File: src/rtl/mem_responder.sv
// Single-port 16x32 memory responder with fixed wait-state latency and one-cycle ready pulse.
// Optional request statistics (rd_count/wr_count) are built when MEM_RESPONDER_STATS_EN is defined.
module mem_responder #(
   parameter int WAIT_CYCLES = 2,
   parameter int DEPTH       = 16
) (
   input  logic        clk,
   input  logic        rst,
   input  logic        InstRead,
   input  logic        MemRead,
   input  logic        MemWrite,
   input  logic [31:0] addr,
   input  logic [31:0] wdata,
   output logic [31:0] rdata,
   output logic        ready,
   output logic        busy,
   output logic        err
`ifdef MEM_RESPONDER_STATS_EN
   ,
   output logic [15:0] rd_count,
   output logic [15:0] wr_count
`endif
);

   localparam logic [1:0] IDLE = 2'd0;
   localparam logic [1:0] WAIT = 2'd1;
   localparam logic [1:0] RESP = 2'd2;

   logic [1:0]  state;
   logic [1:0]  state_next;
   logic [3:0]  cnt;
   logic [3:0]  cnt_next;
   logic        accept;
   logic        op_read;
   logic        op_multi;
   logic [5:0]  lat_addr;
   logic [31:0] lat_wdata;
   logic [31:0] mem [DEPTH];

   logic        cur_read;
   logic        cur_multi;
   logic [5:0]  cur_addr;
   logic [31:0] cur_wdata;
   logic        cur_mis;
   logic        enter_resp;
   logic        unused_addr;

   assign unused_addr = ^addr[31:6];

   // Next-state and wait counter
   always_comb begin
      state_next = state;
      cnt_next   = cnt;
      accept     = 1'b0;
      case (state)
         IDLE: begin
            if (InstRead || MemRead || MemWrite) begin
               accept = 1'b1;
               if (WAIT_CYCLES == 0) begin
                  state_next = RESP;
                  cnt_next   = 4'd0;
               end else begin
                  state_next = WAIT;
                  cnt_next   = WAIT_CYCLES[3:0];
               end
            end else begin
               state_next = IDLE;
            end
         end
         WAIT: begin
            cnt_next = cnt - 4'd1;
            if (cnt == 4'd1) begin
               state_next = RESP;
            end else begin
               state_next = WAIT;
            end
         end
         RESP: begin
            state_next = IDLE;
            cnt_next   = 4'd0;
         end
         default: begin
            state_next = IDLE;
            cnt_next   = 4'd0;
         end
      endcase
   end

   // With zero wait states the response is formed from the live inputs in the accepting cycle
   always_comb begin
      if (accept) begin
         cur_read  = InstRead | MemRead;
         cur_multi = ({1'b0, InstRead} + {1'b0, MemRead} + {1'b0, MemWrite}) > 2'd1;
         cur_addr  = addr[5:0];
         cur_wdata = wdata;
      end else begin
         cur_read  = op_read;
         cur_multi = op_multi;
         cur_addr  = lat_addr;
         cur_wdata = lat_wdata;
      end
      cur_mis    = (cur_addr[1:0] != 2'b00);
      enter_resp = (state_next == RESP) && (state != RESP);
   end

   // Control state, request latch and response outputs
   always_ff @(posedge clk or posedge rst) begin
      if (rst) begin
         state     <= IDLE;
         cnt       <= 4'd0;
         op_read   <= 1'b0;
         op_multi  <= 1'b0;
         lat_addr  <= 6'd0;
         lat_wdata <= 32'd0;
         ready     <= 1'b0;
         busy      <= 1'b0;
         err       <= 1'b0;
         rdata     <= 32'd0;
      end else begin
         state <= state_next;
         cnt   <= cnt_next;
         busy  <= (state_next != IDLE);
         if (accept) begin
            op_read   <= cur_read;
            op_multi  <= cur_multi;
            lat_addr  <= cur_addr;
            lat_wdata <= cur_wdata;
         end
         if (enter_resp) begin
            ready <= 1'b1;
            err   <= cur_multi | cur_mis;
            if (cur_read) begin
               rdata <= cur_mis ? 32'd0 : mem[cur_addr[5:2]];
            end
         end else begin
            ready <= 1'b0;
            err   <= 1'b0;
         end
      end
   end

   // Storage array; misaligned stores are dropped
   always_ff @(posedge clk or posedge rst) begin
      if (rst) begin
         for (int i = 0; i < DEPTH; i++) begin
            mem[i] <= 32'd0;
         end
      end else if (enter_resp && !cur_read && !cur_mis) begin
         mem[cur_addr[5:2]] <= cur_wdata;
      end
   end

`ifdef MEM_RESPONDER_STATS_EN
   // Saturating counts of error-free responses
   always_ff @(posedge clk or posedge rst) begin
      if (rst) begin
         rd_count <= 16'd0;
         wr_count <= 16'd0;
      end else if (ready && !err) begin
         if (op_read && rd_count != 16'hFFFF) begin
            rd_count <= rd_count + 16'd1;
         end
         if (!op_read && wr_count != 16'hFFFF) begin
            wr_count <= wr_count + 16'd1;
         end
      end
   end
`endif

endmodule

File: config.mk
export PLATFORM = sky130hd
export DESIGN_NAME = mem_responder
export DESIGN_NICKNAME = d
export VERILOG_FILES = /design/src/rtl/mem_responder.sv
export SDC_FILE = /design/constraint.sdc
export NUM_CORES = 1
export LEC_CHECK = 0
export ABC_CLOCK_PERIOD_IN_PS = 18740
export BUFFER_PORTS_ARGS = -buffer_cell sky130_fd_sc_hd__clkbuf_2
export CORE_MARGIN = 1.5
export CORE_UTILIZATION = 50
export DETAILED_ROUTE_END_ITERATION = 12
export GPL_ROUTABILITY_DRIVEN = 0
export HOLD_SLACK_MARGIN = 0.05
export MAX_ROUTING_LAYER = met4
export PLACE_DENSITY = 0.67
export SYNTH_ARGS = -nofsm -noshare
export SYNTH_HDL_FRONTEND = slang
export SYNTH_SLANG_ARGS = --single-unit
File: constraint.sdc
create_clock -name clk -period 18.74 [get_ports clk]
set_input_delay 3.748 -clock clk [delete_from_list [all_inputs] [get_ports clk]]
set_output_delay 3.748 -clock clk [all_outputs]
set_load 0.01 [all_outputs]
==> results.json <==
{
  "relSlewSlack": 0.1367,
  "place_worst_setup_slack_ns": 10.85,
  "postRouteAntennaNets": 0,
  "ctsResizeCount": 0,
  "cap_violations": 0,
  "grt_max_degree": 185,
  "slowest_stage": "nand4_1",
  "layout_common_cells": "nand2_1, dfrtp_1, o21ai_0, a21oi_1, o22ai_1",
  "max_freq_mhz": 138.0,
  "status": "finished clean",
  "wirelength_mm": 74.15,
  "timing.reg2reg.setup_slack_ns": 14.13,
  "worst_pin_slew_ns": 1.259,
  "grt_pass1_vias": 19470,
  "hold_viol": 0,
  "cellPowerDensity_mw_per_mm2": 155.8,
  "hold_start": "mem[433]",
  "syn-cell-area_mm2": 0.02560,
  "synth_warnings": 0,
  "grt-ovfl-total": 0,
  "path_class": "input pin to flop",
  "cts_buffer_depth": 3,
  "clk_pin_slew_worst_paths_ns": 0.06,
  "synth_nets": 2735,
  "setup_violations": 0,
  "grt_usage": 0.2925,
  "layout-drive-gt1-share": 0.09992,
  "fin_tns_setup_ns": 0,
  "dp_hpwl_mm": 36.78,
  "pin_count": 104,
  "io_buffers": 77,
  "leakage_nw": 13.04,
  "layout_commonest_cell": "nand2_1",
  "via_per_inst": 6.115,
  "irDropWorstVdd_uv": 83.27,
  "cts_setup_buffers": 0,
  "cts_sinks": 593,
  "rows": 82,
  "setup_slack_ns": 11.49,
  "ys_ff_latch": 593,
  "cp_top_family": "simple AND/OR/NAND/NOR gates",
  "via_count": 20265,
  "skew_ns": 0.01335,
  "path_buf_inv": 3,
  "crit_path_max_fanout": 46,
  "crit_chain": "clkbuf_2, nor3_4, nor2_4, o21ai_4, buf_4, nand4_1, buf_4, nand2_1, o21ai_0",
  "synth_area_per_cell_um2": 9.613,
  "clk_latency_ns": 0.63,
  "cts_tree": "built",
  "cp.required_ns": 19.19,
  "cts_max_level": 2,
  "antenna_found_initial": 0,
  "rr_endpoint": "mem[210]",
  "grt_setup_unrepaired": "false",
  "ys.flop_type": "dfrtp_1",
  "die_area_mm2": 0.05256,
  "holdCritPathClass": "flop to flop",
  "ys_types": 46,
  "initial_utilization": 0.5081,
  "grt_pass1_wl_mm": 115.3,
  "crit_path_max_incr_delay_ns": 1.06,
  "wire_per_inst_um": 22.37,
  "holdPathEnd": "mem[433]",
  "synth_edf_count": 0,
  "route.detailed.drc": 0,
  "endpoint_kind": "flop",
  "core_area_mm2": 0.05038,
  "cpMostUsedCell": "buf_4",
  "dr.pass1.iters": 5,
  "drtIter0Drc": 1911,
  "cts.hold.buffers_added": 0,
  "antenna_cells": 0,
  "cts_buffers": 60,
  "finalNetCount": 2671,
  "synth_async_sr_flop_share": 1.000,
  "area_growth_pct": 9.883,
  "nFillCells": 4340,
  "arrival_ns": 7.70,
  "worstSetupStartpointType": "input pin",
  "r2r_cells": 8,
  "layout_min_cycle_time_ns": 7.247,
  "netlist_instances": 2663,
  "reg2reg_from": "state[0]",
  "cp.depth": 9,
  "root_buffer": "clkbuf_16",
  "die_w_um": 229.3,
  "ys_seq_area_frac": 0.5797,
  "fin_crit_sh": 0.3867,
  "die_height_um": 229.3,
  "drv_slew": 0,
  "min_path_cells": 2
}
==> per-layer routing <==
layer,GRT usage,part of all wire,vias up
li1,-,-,9226
met1,0.3884,0.42,9998
met2,0.4588,0.47,843
met3,0.04893,0.077,198
met4,0.09745,0.032,0
met5,-,0,-
==> registers in the layout, summed over array words and instances, names as in the netlist <==
name       flops
err            1
mem          512
lat_addr       6
rdata         32
ready          1
state          2
cnt            4
op_read        1
busy           1
lat_wdata     32
op_multi       1
==> cell type report <==
| cell class | instances | area, um2 | area share |
|---|---|---|---|
| Clock buffer | 92 | 1783 | 0.06339 |
| Clock inverter | 13 | 122.6 | 0.004359 |
| Inverter | 35 | 135.1 | 0.004804 |
| Multi-Input combinational cell | 1791 | 9689 | 0.3445 |
| Sequential cell | 593 | 14840 | 0.5276 |
| Tap cell | 672 | 840.8 | 0.02989 |
| Timing Repair Buffer | 118 | 718.2 | 0.02553 |
==> power by group <==
part / total [mW] / switching, mW / internal (mW)
registers: 1.59 / 0.110 / 1.48
logic: 1.62 / 1.11 / 0.504
clock network: 1.17 / 0.496 / 0.676
==> stage by stage <==
| step | hold WS (ns) | instance area [um2] | total power, mW | utilization | instances |
|---|---|---|---|---|---|
| floorplan | 0.4464 | 25600 | 2.744 | - | 2663 |
| global placement | 0.4613 | 26220 | 3.173 | 0.5205 | 3209 |
| detailed placement | 0.4704 | 26220 | 3.213 | 0.5205 | 3209 |
| CTS | 0.4836 | 28120 | 4.387 | 0.5583 | 3314 |
| global route | 0.4992 | 28130 | 4.619 | 0.5584 | 3314 |
| finish | 0.4768 | 28130 | 4.382 | 0.5584 | 3314 |
==> how the worst max path moves through the flow <==
stage,start,to,slack [ns]
5_1_grt,MemWrite,mem[215],11.29
6_report,MemWrite,mem[210],11.49
2_1_floorplan,rst,busy,6.91
4_1_cts,MemWrite,mem[210],11.52
3_3_place_gp,MemWrite,mem[213],10.94
3_5_place_dp,MemWrite,mem[210],10.85
==> worst min-delay path, cell delays in order (launching register included) <==
cell	delay, ns
dfrtp_1	0.34
nand2_1	0.04
o21ai_0	0.06
==> cell usage after synthesis (5+ instances only) <==
master	n	area [um2]
buf_2	51	255.2
o21ai_0	488	2442
buf_6	5	56.30
a21oi_1	285	1426
nor2_1	5	18.77
o41ai_2	22	357.8
o21a_1	57	427.9
inv_1	35	131.4
o31ai_1	8	60.06
o21ai_1	34	170.2
mux2i_1	32	320.3
nand2_1	607	2278
nand4_2	5	62.56
o22ai_1	112	700.7
buf_4	11	82.58
dfrtp_1	593	14840
clkbuf_1	176	660.6
o41ai_1	73	639.4
nand4_4	10	212.7
nand2b_1	5	31.28
==> cells by family (layout without fill, tap and decap cells) <==
| family | count (synthesis) | count (layout) | share of synthesized area |
|---|---|---|---|
| AO/OA/AOI/OAI | 1094 | 1094 | 0.2490 |
| AND/OR/NAND/NOR | 662 | 662 | 0.1108 |
| flip-flops | 593 | 593 | 0.5797 |
| buffers and inverters | 279 | 258 | 0.04648 |
| multiplexers | 32 | 32 | 0.01251 |
| adder cells (fa/ha/maj) | 3 | 3 | 0.001467 |
Power figures use the tool's default switching activity.
